<file path="src/rtl/fetch_pkg.sv">
// Shared types and constants for the fetch stage and its benches.
package fetch_pkg;

  typedef enum logic [1:0] {
    S_REQ,
    S_WAIT,
    S_HOLD,
    S_DROP
  } fetch_state_t;

  localparam int INSN_BYTES = 4;

  localparam logic [31:0] RV32_NOP = 32'h0000_0013;

endpackage

</file>
<file path="src/rtl/fetch_unit_if.sv">
// Instruction-memory, redirect and decode signals around the fetch stage.
interface fetch_unit_if #(
  parameter int INSN_WIDTH = 32,
  parameter int PC_WIDTH   = 32
);

  logic                  imem_req_valid;
  logic                  imem_req_ready;
  logic [PC_WIDTH-1:0]   imem_req_addr;
  logic                  imem_resp_valid;
  logic [INSN_WIDTH-1:0] imem_resp_data;
  logic                  redirect_valid;
  logic [PC_WIDTH-1:0]   redirect_pc;
  logic                  dec_valid;
  logic                  dec_ready;
  logic [INSN_WIDTH-1:0] dec_insn;
  logic [PC_WIDTH-1:0]   dec_pc;

  modport master (
    output imem_req_valid,
    input  imem_req_ready,
    output imem_req_addr,
    input  imem_resp_valid,
    input  imem_resp_data,
    input  redirect_valid,
    input  redirect_pc,
    output dec_valid,
    input  dec_ready,
    output dec_insn,
    output dec_pc
  );

  modport slave (
    input  imem_req_valid,
    output imem_req_ready,
    input  imem_req_addr,
    output imem_resp_valid,
    output imem_resp_data,
    output redirect_valid,
    output redirect_pc,
    input  dec_valid,
    output dec_ready,
    input  dec_insn,
    input  dec_pc
  );

endinterface

</file>
<file path="src/rtl/fetch_unit.sv">
// In-order fetch stage: one outstanding imem request, word handed to decode,
// redirects discard any stale in-flight response.
module fetch_unit
  import fetch_pkg::*;
#(
  parameter int                   INSN_WIDTH = 32,
  parameter int                   PC_WIDTH   = 32,
  parameter logic [PC_WIDTH-1:0]  RESET_PC   = '0
) (
  input logic          clk,
  input logic          rst,
  fetch_unit_if.master bus
);

  fetch_state_t          state;
  fetch_state_t          next_state;
  logic [PC_WIDTH-1:0]   pc;
  logic [PC_WIDTH-1:0]   pc_next;
  logic [INSN_WIDTH-1:0] insn_q;
  logic                  load_insn;
  logic                  req_valid_c;
  logic                  dec_valid_c;
  logic [PC_WIDTH-1:0]   redirect_aligned;

  assign redirect_aligned = bus.redirect_pc & ~PC_WIDTH'(3);

  always_ff @(posedge clk or posedge rst) begin
    if (rst) begin
      state  <= S_REQ;
      pc     <= RESET_PC;
      insn_q <= '0;
    end else begin
      state <= next_state;
      pc    <= pc_next;
      if (load_insn) begin
        insn_q <= bus.imem_resp_data;
      end
    end
  end

  // Redirect outranks every other event; it always reloads the PC and picks
  // S_DROP whenever a request for the old PC is still owed a response.
  always_comb begin
    next_state  = state;
    pc_next     = pc;
    load_insn   = 1'b0;
    req_valid_c = 1'b0;
    dec_valid_c = 1'b0;
    unique case (state)
      S_REQ: begin
        req_valid_c = 1'b1;
        if (bus.redirect_valid) begin
          next_state = bus.imem_req_ready ? S_DROP : S_REQ;
        end else if (bus.imem_req_ready) begin
          next_state = S_WAIT;
        end
      end
      S_WAIT: begin
        if (bus.redirect_valid) begin
          next_state = bus.imem_resp_valid ? S_REQ : S_DROP;
        end else if (bus.imem_resp_valid) begin
          load_insn  = 1'b1;
          next_state = S_HOLD;
        end
      end
      S_HOLD: begin
        dec_valid_c = ~bus.redirect_valid;
        if (bus.redirect_valid) begin
          next_state = S_REQ;
        end else if (bus.dec_ready) begin
          pc_next    = pc + PC_WIDTH'(INSN_BYTES);
          next_state = S_REQ;
        end
      end
      S_DROP: begin
        if (bus.imem_resp_valid) begin
          next_state = S_REQ;
        end
      end
      default: next_state = S_REQ;
    endcase
    if (bus.redirect_valid) begin
      pc_next = redirect_aligned;
    end
  end

  assign bus.imem_req_valid = req_valid_c & ~rst;
  assign bus.imem_req_addr  = pc;
  assign bus.dec_valid      = dec_valid_c & ~rst;
  assign bus.dec_insn       = insn_q;
  assign bus.dec_pc         = pc;

endmodule

</file>
<file path="src/flat_wrapper.sv">
// flat-port wrapper written by rule: the top's interface ports become plain ports
module fetch_unit_flat import fetch_pkg::*;
#(
  parameter int                   INSN_WIDTH = 32,
  parameter int                   PC_WIDTH   = 32,
  parameter logic [PC_WIDTH-1:0]  RESET_PC   = '0
)
  (clk, rst, bus_imem_req_valid, bus_imem_req_ready, bus_imem_req_addr, bus_imem_resp_valid, bus_imem_resp_data, bus_redirect_valid, bus_redirect_pc, bus_dec_valid, bus_dec_ready, bus_dec_insn, bus_dec_pc);
  fetch_unit_if #(.INSN_WIDTH(INSN_WIDTH), .PC_WIDTH(PC_WIDTH)) bus_i ();
  input logic clk;
  input logic rst;
  output wire logic [$bits(bus_i.imem_req_valid)-1:0] bus_imem_req_valid;
  input wire logic [$bits(bus_i.imem_req_ready)-1:0] bus_imem_req_ready;
  output wire logic [$bits(bus_i.imem_req_addr)-1:0] bus_imem_req_addr;
  input wire logic [$bits(bus_i.imem_resp_valid)-1:0] bus_imem_resp_valid;
  input wire logic [$bits(bus_i.imem_resp_data)-1:0] bus_imem_resp_data;
  input wire logic [$bits(bus_i.redirect_valid)-1:0] bus_redirect_valid;
  input wire logic [$bits(bus_i.redirect_pc)-1:0] bus_redirect_pc;
  output wire logic [$bits(bus_i.dec_valid)-1:0] bus_dec_valid;
  input wire logic [$bits(bus_i.dec_ready)-1:0] bus_dec_ready;
  output wire logic [$bits(bus_i.dec_insn)-1:0] bus_dec_insn;
  output wire logic [$bits(bus_i.dec_pc)-1:0] bus_dec_pc;
  assign bus_imem_req_valid = bus_i.imem_req_valid;
  assign bus_i.imem_req_ready = bus_imem_req_ready;
  assign bus_imem_req_addr = bus_i.imem_req_addr;
  assign bus_i.imem_resp_valid = bus_imem_resp_valid;
  assign bus_i.imem_resp_data = bus_imem_resp_data;
  assign bus_i.redirect_valid = bus_redirect_valid;
  assign bus_i.redirect_pc = bus_redirect_pc;
  assign bus_dec_valid = bus_i.dec_valid;
  assign bus_i.dec_ready = bus_dec_ready;
  assign bus_dec_insn = bus_i.dec_insn;
  assign bus_dec_pc = bus_i.dec_pc;
  fetch_unit #(.INSN_WIDTH(INSN_WIDTH), .PC_WIDTH(PC_WIDTH), .RESET_PC(RESET_PC)) u_core (.clk(clk), .rst(rst), .bus(bus_i));
endmodule
</file>
<file path="config.mk">
export PLATFORM = sky130hd
export DESIGN_NAME = fetch_unit_flat
export DESIGN_NICKNAME = d
export VERILOG_FILES = /design/src/rtl/fetch_pkg.sv /design/src/rtl/fetch_unit_if.sv /design/src/rtl/fetch_unit.sv /design/src/flat_wrapper.sv
export SDC_FILE = /design/constraint.sdc
export NUM_CORES = 1
export LEC_CHECK = 0
export ABC_AREA = 1
export BUFFER_PORTS_ARGS = -buffer_cell sky130_fd_sc_hd__buf_2
export CAP_MARGIN = 20
export CORE_UTILIZATION = 30
export CTS_CLUSTER_SIZE = 10
export DETAILED_ROUTE_END_ITERATION = 8
export PLACE_DENSITY = 0.58
export RECOVER_POWER = 100
export SYNTH_ARGS = -nofsm -noshare
export SYNTH_HDL_FRONTEND = slang
export SYNTH_SLANG_ARGS = --single-unit
</file>
<file path="constraint.sdc">
create_clock -name clk -period 3.7 [get_ports clk]
set_clock_uncertainty 0.1 [all_clocks]
set_input_delay 0.37 -clock clk [delete_from_list [all_inputs] [get_ports clk]]
set_output_delay 0.37 -clock clk [all_outputs]
set_load 0.005 [all_outputs]
</file>
==> results of run 1 <==
[logic make-up (layout without fill, tap and decap cells)]
kind of cell | count (synthesis) | in the layout
compound gates | 43 | 43
fa+ha+maj | 1 | 1
other cells | 1 | 4
simple gates | 207 | 207
xor+xnor | 12 | 12
buf+inv | 86 | 220
flops | 64 | 64
mux | 32 | 32
[routing by layer]
| metal | vias to the layer above | share of wire, % | wire length [µm] | GRT usage, % |
|---|---|---|---|---|
| li1 | 1672 | - | - | - |
| met1 | 1578 | 46 | 4690 | 21.15 |
| met2 | 96 | 49 | 5050 | 25.33 |
| met3 | 6 | 4.6 | 470 | 2.595 |
| met4 | 0 | 0.90 | 93 | 5.385 |
| met5 | - | 0 | 0 | 0 |
[cell usage in the layout, fill, tap and decap left out, drive strengths merged, types with 5 or more instances in the layout]
cell	synthesis	routed
nand3	35	35
inv	40	40
nand2	121	121
buf	43	106
xor2	12	12
a21oi	11	11
nor2	42	42
mux2	32	32
dfrtp	64	64
clkbuf	2	67
o21bai	10	10
nor3	5	5
o21ai	11	11
[critical path: cells and delay by family, from the launching register on]
family                 cells  cell delay (ns)
AOI/OAI and AO/OA          1             0.13
DFF                        1             0.42
buffers and inverters      2             0.46
and+or+nand+nor            4             1.19
[stage by stage]
step                instances  setup WS, ns  cell area, µm²  power [mW]
CTS                       755         1.733            4972       3.292
finish                    755         1.314            4747       3.023
global route              755         1.103            4747       3.248
global placement          739         1.409            4618       2.224
floorplan                 449         1.632            3938       1.883
detailed placement        739         1.385            4618       2.258
[state kept, by name, summed over array words and instances, names as in the netlist]
register,flops
u_core.bus.dec_insn,32
u_core.state,2
u_core.bus.dec_pc,30
[path summary, 6_finish.rpt]
path / start / endpoint / slack [ns] / cells past startpoint
setup reg to reg: u_core.state[0]$_DFFE_PP0P_ / u_core.bus.dec_pc[21]$_DFFE_PP0P_ / 1.31 / 7
setup / recovery: u_core.state[0]$_DFFE_PP0P_ / u_core.bus.dec_pc[21]$_DFFE_PP0P_ / 1.31 / 7
hold / removal: bus_imem_resp_data[19] / u_core.bus.dec_insn[19]$_DFFE_PP0P_ / 0.15 / 2
max in group asynchronous: rst / u_core.bus.dec_insn[2]$_DFFE_PP0P_ / 2.10 / 3
min in group asynchronous: rst / u_core.bus.dec_pc[6]$_DFFE_PP0P_ / 0.30 / 2
hold reg to reg: u_core.bus.dec_insn[31]$_DFFE_PP0P_ / u_core.bus.dec_insn[31]$_DFFE_PP0P_ / 0.39 / 1
[where the power goes]
| part | switching (mW) | internal, mW | total [mW] |
|---|---|---|---|
| Clock | 0.329 | 0.680 | 1.01 |
| Sequential | 0.230 | 0.949 | 1.18 |
| Combinational | 0.438 | 0.398 | 0.836 |
[area by class of cell]
type	instances	area (µm²)
Clock buffer	10	239.0
Clock inverter	6	115.1
Fill cell	1414	7924
Inverter	41	160.2
Multi-Input combinational cell	299	1668
Sequential cell	64	1602
Tap cell	172	215.2
Timing Repair Buffer	163	748.2
==> run metrics, run 1 <==
drt drc=0; fin crit period=2.386 ns; synth cell count leaders=119 x nand2_1, 64 x dfrtp_1, 37 x inv_1; multiplexer share of the synthesized area=12.05%; CTS Root Cell=clkbuf_16; status=complete, no violations; Synth top area share=40.79%; clk_lat worst skew=0.33 ns; CP cell instances=inv_1 > nand2_4 > nor2_1 > nand2_1 > clkinv_4 > nand2_1 > o21bai_1; Relative slew margins=16.02%; Worst Hold Class=in -> reg; GP Congestion=0.8334; crit path kind=reg -> reg; adder-cell share of the synthesized area=0.3187%; crit path max fanout=15; register area share after synthesis=40.79%; fmax=419.1 MHz; largest family of logic cells by synthesized area=simple AND/OR/NAND/NOR gates; row count=41; hold_ws=0.1525 ns; core area=12670 µm²; Cell Pwr Density=636.9 nW/µm²; GR Overflow Total=0; Synth Area in Compound Gates=7.457%; Inserted Diodes=0; cts hold-fix bufs=0; Max Cap Viol=0; Syn Std Cell Area=3926 µm²; RSZ-0062 raised after global routing=no; Tightest Pin Transition=1.258 ns; Slew Viols, Final=0; Initial Util=30.99%; critical path's slowest cell=nor2_1; final wirelength=10.30 mm; fin crit share=64.48%; Synth cell types=41; CTS max path bufs=2; Synth Area in XOR/XNOR=2.677%; EDFF count, synth=0; CTS clock-pin slew for the worst setup and hold paths=0.06 ns; number of global-route vias before repair=3149; arrival time worst endpoint=2.54 ns; post-DP HPWL=7.814 mm; Post-Synth Simple-Gate Area=23.45%; via/cell ratio=4.440; WP data required=3.86 ns; most frequent CP cell=nand2_1; FF+latch count, synth=64; Resized cells post-CTS=0; NumNets Final=649; layout cells sized above 1=23.33%; drt first-iter violations=105; Worst setup SP type=flop; Critical Path Max Stage Delay=0.54 ns; Finished Core Util=37.46%; Post-synth ARST share=100.0%; most area-consuming cells after synthesis=dfrtp_1 41%, mux2_4 11%, nand2_1 11%, buf_4 6.5%, nand3_1 4.3%; Avg Cell Area, Syn=8.803 µm²; global-route wire length before repair=16.23 mm; gr usage total=15.66%; Die Wd=116.4 µm; final hold vios=0; die height=116.4 µm; drt pass-1 iters=4; Via Count=3352; post-synth top area cell=dfrtp_1; htree depth=3; top-count cell post-synth=nand2_1; CP endpoint kind=flop; CTS buffer count=9; LEAKAGE=2.277 nW; CTS tree=built; die area=13550 µm²; Top FF cell, synth=dfrtp_1; IO Pins=168; post-route ant nets=0; Mapped Cells=446; YS warnings=0; largest net degree at the start of global routing=35; CTS Sinks=64; initial antenna violation count=0; Avg WL per Cell=13.65 µm; area delta synth->final=20.90%; Final setup viols=0; TNS Setup=0 ns; Worst VDD drop=0.2115 mV; Post-CTS Setup Inserts=0; # port buffers=161
Power figures use the tool's default switching activity.
==> run 2, diff against run 1 <==
--- a/config.mk
+++ b/config.mk
@@ -5,13 +5,13 @@
 export SDC_FILE = /design/constraint.sdc
 export NUM_CORES = 1
 export LEC_CHECK = 0
-export ABC_AREA = 1
+export ABC_AREA = 0
 export BUFFER_PORTS_ARGS = -buffer_cell sky130_fd_sc_hd__buf_2
 export CAP_MARGIN = 20
 export CORE_UTILIZATION = 30
 export CTS_CLUSTER_SIZE = 10
 export DETAILED_ROUTE_END_ITERATION = 8
-export PLACE_DENSITY = 0.58
+export PLACE_DENSITY = 0.59
 export RECOVER_POWER = 100
 export SYNTH_ARGS = -nofsm -noshare
 export SYNTH_HDL_FRONTEND = slang
==> constraint.sdc (replaced) <==
create_clock -name clk -period 2.3 [get_ports clk]
set_clock_uncertainty 0.1 [all_clocks]
set_input_delay 0.23 -clock clk [delete_from_list [all_inputs] [get_ports clk]]
set_output_delay 0.23 -clock clk [all_outputs]
set_load 0.005 [all_outputs]
==> run 2 against run 1 <==
  * Register-to-register slack worse by 1.2 ns
  * Sequential share of layout area is 2.1 points higher
  * Global-route usage is 0.44 points higher
  * Largest power group unchanged
  * Critical path depth stayed put
  * Largest cell class is now sequential cells
  * Via count is 7.3% lower
  * Highest routed layer is now met5
  * Synthesized cell count is 27% lower
  * Sequential power is 44% higher
  * Combinational power is 35% higher
  * Non-clock buffer count is 26 higher
==> run metrics, run 2 <==
row count=38; Comb power frac=27.2%; fin crit period=2.200 ns; fin crit share=95.64%; Synth cell types=43; Cell Pwr Density=932.0 nW/µm²; arrival time worst endpoint=2.36 ns; Tightest Pin Transition=1.267 ns; die height=108.5 µm; Syn Std Cell Area=3402 µm²; hold path start=bus_redirect_pc[2]; number of global-route vias before repair=3025; Psw=1.235 mW; setup slack after layout=0.1003 ns; GP Congestion=0.7842; NumNets Final=550; Die Wd=108.5 µm; Relative slew margins=15.46%; EDFF count, synth=0; commonest non-fill, non-tap cells in the layout=112 x buf_2, 65 x clkbuf_1, 64 x dfrtp_1; Synth top area share=47.08%; WP data required=2.46 ns; die area=11770 µm²; htree depth=3; R2R cell count=7; gr usage total=16.10%; CP Launch Point=u_core.bus.dec_pc[3]$_DFFE_PP0P_; internal power=2.933 mW; synth cell count leaders=64 x dfrtp_1, 34 x buf_4, 33 x mux2_2; RSZ-0062 raised after global routing=no; most common cell after layout, fill and taps aside=buf_2; Seq pwr share=40.7%; Inserted Diodes=0; drt first-iter violations=83; Reg-to-Reg End=u_core.bus.dec_pc[16]$_DFFE_PP0P_; # port buffers=161; post-route ant nets=0; Slew Viols, Final=0; largest net degree at the start of global routing=34; post-place setup slack=0.03168 ns; crit path kind=reg -> reg; Worst VDD drop=0.6017 mV; layout cells sized above 1=36.98%; Top FF cell, synth=dfrtp_1; initial antenna violation count=1; FF+latch count, synth=64; Final setup viols=0; Worst setup SP type=flop; WHS Path Cells=3; Avg Cell Area, Syn=10.44 µm²; area delta synth->final=31.45%; CTS max path bufs=2; core area=10940 µm²; status=complete, no violations; Finished Cell Area=4472 µm²; CTS clock-pin slew for the worst setup and hold paths=0.06 ns; clk_lat worst skew=0.33 ns; drt drc=0; LEAKAGE=1.991 nW; post-DP HPWL=6.776 mm; Sw Ratio=29.64%; CTS tree=built; reg2reg setup slack=0.10 ns; Hold Crit Endpoint=u_core.bus.dec_pc[2]$_DFFE_PP0P_; TNS Setup=0 ns; Worst Hold Class=in -> reg; YS warnings=0; post-synth top area cell=dfrtp_1; CTS Root Cell=clkbuf_16; worst r2r src=u_core.bus.dec_pc[3]$_DFFE_PP0P_; Avg WL per Cell=14.50 µm; final hold vios=0; CTS Sinks=64; final wirelength=9.048 mm; most area-consuming cells after synthesis=dfrtp_1 47%, mux2_2 11%, buf_4 7.5%, or4_1 3.5%, nand2_1 3.3%; Mapped Cells=326; CTS buffer count=9; Via Count=3106; top-count cell post-synth=dfrtp_1; GR Overflow Total=0; Max Cap Viol=0; IO Pins=168; max FFs per register=32; crit path max fanout=13; clock share of power=32.1%; Initial Util=31.11%; drt pass-1 iters=4; fmax=454.6 MHz; CP endpoint kind=flop; Post-synth ARST share=100.0%; global-route wire length before repair=14.54 mm; register area share after synthesis=47.08%; Post-Place Cell Area=4297 µm²; via/cell ratio=4.978
run 2: cells by family (layout without fill, tap and decap cells):
group / after synthesis / after routing / synth area share, %
AOI/OAI and AO/OA: 45 / 45 / 8.754
xor gates and xnor gates: 10 / 10 / 2.574
adders and majority gates: 1 / 1 / 0.3677
buffers and inverters: 55 / 210 / 9.966
DFF: 64 / 64 / 47.08
muxes: 34 / 34 / 11.22
other: 1 / 4 / 0.1102
and+or+nand+nor: 116 / 116 / 19.93
run 2: how the worst max path moves through the flow:
stage	slack, ns	to	depth (start not counted)
after floorplan	0.04	u_core.bus.dec_pc[16]$_DFFE_PP0P_	7
after global placement	0.05	u_core.bus.dec_pc[20]$_DFFE_PP0P_	6
after detailed placement	0.03	u_core.bus.dec_pc[30]$_DFFE_PP0P_	6
after CTS	0.008	u_core.bus.dec_pc[30]$_DFFE_PP0P_	6
after global routing	0.006	u_core.bus.dec_pc[29]$_DFFE_PP0P_	4
final	0.10	u_core.bus.dec_pc[16]$_DFFE_PP0P_	7
run 2: repair_timing:
item / CTS / global route
gates resized for setup: 0 / 4
setup buffers: 0 / 1
endpoints found under the setup margin: 0 / 3
endpoints found under the hold margin: 32 / 0
hold buffers: 1 / 0
run 2: layout make-up:
cell class / instances / area, µm²
clock buffer: 10 / 229.0
sequential: 64 / 1602
clock inverter: 6 / 60.06
inverter: 5 / 18.77
multi-input combinational: 210 / 1479
fill: 1148 / 6464
tap: 140 / 175.2
timing repair buffer: 189 / 908.4
run 2: metrics by stage:
step	std cells	hold WS (ns)	util, %	power [mW]
detailed placement	606	0.3108	39.29	2.955
global route	624	0.01048	40.89	4.421
floorplan	329	0.2499	-	2.374
global placement	606	0.2971	39.29	2.911
finish	624	0.01038	40.89	4.168
CTS	623	0.001748	42.03	4.328
run 2: power groups by stage:
stage | Clock (mW) | Sequential (mW) | Combinational, mW
6_report | 1.34 | 1.70 | 1.13
5_1_grt | 1.41 | 1.74 | 1.26
4_1_cts | 1.38 | 1.70 | 1.25
3_5_place_dp | 0 | 1.71 | 1.25
3_3_place_gp | 0 | 1.69 | 1.22
2_1_floorplan | 0 | 1.74 | 0.637
run 2: per-layer routing:
metal / vias to the layer above / track usage [%] / part of all wire (%)
li1: 1468 / - / -
met1: 1501 / 19.22 / 42
met2: 120 / 26.85 / 49
met3: 15 / 5.124 / 7.8
met4: 2 / 6.178 / 1.4
met5: - / 0 / 0.19
run 2: worst max-delay path, cell delays in order, from the launching register on:
cell and delay (ns):
dfrtp_1 0.34, ha_1 0.21, nand4b_4 0.13, or4_4 0.50, buf_8 0.16, clkbuf_2 0.13
or4_1 0.47, nand3_1 0.09
==> run 3, diff against run 2 <==
==> constraint.sdc (replaced) <==
create_clock -name clk -period 2.3 [get_ports clk]
set_clock_uncertainty 0.1 [all_clocks]
set_input_delay 0.345 -clock clk [delete_from_list [all_inputs] [get_ports clk]]
set_output_delay 0.345 -clock clk [all_outputs]
set_load 0.005 [all_outputs]
==> run 3 against run 2 <==
  * Register-to-register slack hardly changed
  * Sequential share of layout area shrank 0.55 points
  * Utilization rose by 0.64 points
  * Setup slack gained 0.0044 ns
  * Combinational power hardly changed
  * Total power rose by 6.3%
  * Via count fell by 1.4%
  * Global-route usage fell by 0.32 points
  * Flip-flop and latch count stayed put
  * Critical endpoint is now u_core.bus.dec_pc[30]$_DFFE_PP0P_
==> run metrics, run 3 (same netlist as run 2, synthesis figures left out) <==
max FFs per register=32; CTS Root Cell=clkbuf_16; WHS Path Cells=3; GR Overflow Total=0; via/cell ratio=4.905; R2R cell count=6; Worst Hold Class=in -> reg; # port buffers=161; die height=108.5 µm; Max Cap Viol=0; arrival time worst endpoint=2.34 ns; core area=10940 µm²; IO Pins=168; NumNets Final=550; Initial Util=31.11%; Relative slew margins=20.82%; fin crit share=95.45%; largest net degree at the start of global routing=34; htree depth=3; RSZ-0062 raised after global routing=no; global-route wire length before repair=14.35 mm; Final setup viols=0; WP data required=2.44 ns; CTS max path bufs=2; CP cell instances=ha_1 > nand4b_4 > or4_4 > buf_12 > or4_1 > a31oi_1; Finished Cell Area=4542 µm²; fin crit period=2.195 ns; Die Wd=108.5 µm; GP Congestion=0.7823; CTS tree=built; post-DP HPWL=6.693 mm; drt drc=0; area delta synth->final=33.51%; commonest non-fill, non-tap cells in the layout=119 x buf_2, 64 x dfrtp_1, 56 x clkbuf_1; final wirelength=8.896 mm; Via Count=3061; Post-Place Cell Area=4312 µm²; CTS Sinks=64; LEAKAGE=2.050 nW; number of global-route vias before repair=3031; Cell Pwr Density=975.2 nW/µm²; die area=11770 µm²; Worst VDD drop=0.4945 mV; fmax=455.5 MHz; row count=38; most common cell after layout, fill and taps aside=buf_2; status=complete, no violations; Slew Viols, Final=0; Resized cells post-CTS=0; gr usage total=15.78%; Post-CTS Setup Inserts=0; Worst setup SP type=flop; TNS Setup=0 ns; initial antenna violation count=1; crit path max fanout=15; Avg WL per Cell=14.26 µm; clk_lat worst skew=0.32 ns; Inserted Diodes=0; CP endpoint kind=flop; final hold vios=0; Critical Path Max Stage Delay=0.51 ns; post-route ant nets=0; layout cells sized above 1=39.26%; CTS buffer count=9; Tightest Pin Transition=1.186 ns; critical path's slowest cell=or4_4; CTS clock-pin slew for the worst setup and hold paths=0.06 ns; drt first-iter violations=75; cts hold-fix bufs=0; crit path kind=reg -> reg; drt pass-1 iters=4
[run 3: cell count changes in the layout (fill, tap and decap cells not counted), moves of 2 or more]
| cell | delta |
|---|---|
| bufinv_16 | +2 |
| buf_2 | +7 |
| buf_4 | +3 |
| clkbuf_8 | +2 |
| clkbuf_1 | -9 |
| clkinv_2 | -2 |
[run 3: report_power, final]
group | total, mW | switching, mW | internal, mW
clock | 1.60 | 0.482 | 1.12
sequential | 1.70 | 0.218 | 1.48
combinational | 1.13 | 0.503 | 0.629
[run 3: per-stage QoR]
step           hold slack [ns]  utilization (%)  cells  power [mW]  worst slack, ns
6_report                0.1344            41.53    624       4.429           0.1047
5_1_grt                 0.1266            41.53    624       4.696          0.01609
4_1_cts                0.06886            42.68    624       4.586          0.02877
3_5_place_dp            0.3941            39.43    608       2.949          0.03707
3_3_place_gp            0.3859            39.43    608       2.913          0.04278
2_1_floorplan           0.3649                -    329       2.374          0.04264
[run 3: worst max-delay path: cells and delay by family, from the launching register on]
| kind | cells | cell delay, ns |
|---|---|---|
| and+or+nand+nor | 3 | 1.13 |
| DFF | 1 | 0.34 |
| adders and majority gates | 1 | 0.21 |
| AOI/OAI and AO/OA | 1 | 0.17 |
| buffers and inverters | 1 | 0.16 |
[run 3: path summary, 6_finish.rpt]
kind	start	endpoint	slack, ns
min	bus_redirect_pc[4]	u_core.bus.dec_pc[4]$_DFFE_PP0P_	0.13
max reg2reg	u_core.bus.dec_pc[2]$_DFFE_PP0P_	u_core.bus.dec_pc[30]$_DFFE_PP0P_	0.10
max	u_core.bus.dec_pc[2]$_DFFE_PP0P_	u_core.bus.dec_pc[30]$_DFFE_PP0P_	0.10
max in group asynchronous	rst	u_core.state[1]$_DFFE_PP0P_	0.45
min in group asynchronous	rst	u_core.bus.dec_insn[11]$_DFFE_PP0P_	0.26
min reg2reg	u_core.bus.dec_insn[13]$_DFFE_PP0P_	u_core.bus.dec_insn[13]$_DFFE_PP0P_	0.40
[run 3: layer usage]
metal  track usage, %  vias up  wire length (µm)
met1            18.69     1446              3649
met4            7.529        2               131
li1                 -     1469                 -
met5                0        -                13
met2            26.22      132              4367
met3            4.461       12               735
[run 3: final cells by class]
| cell class | instances | area, µm² |
|---|---|---|
| fill | 1137 | 6394 |
| clock buffer | 11 | 252.7 |
| sequential | 64 | 1602 |
| inverter | 5 | 18.77 |
| tap | 140 | 175.2 |
| multi-input combinational | 210 | 1479 |
| clock inverter | 5 | 102.6 |
| timing repair buffer | 189 | 912.1 |
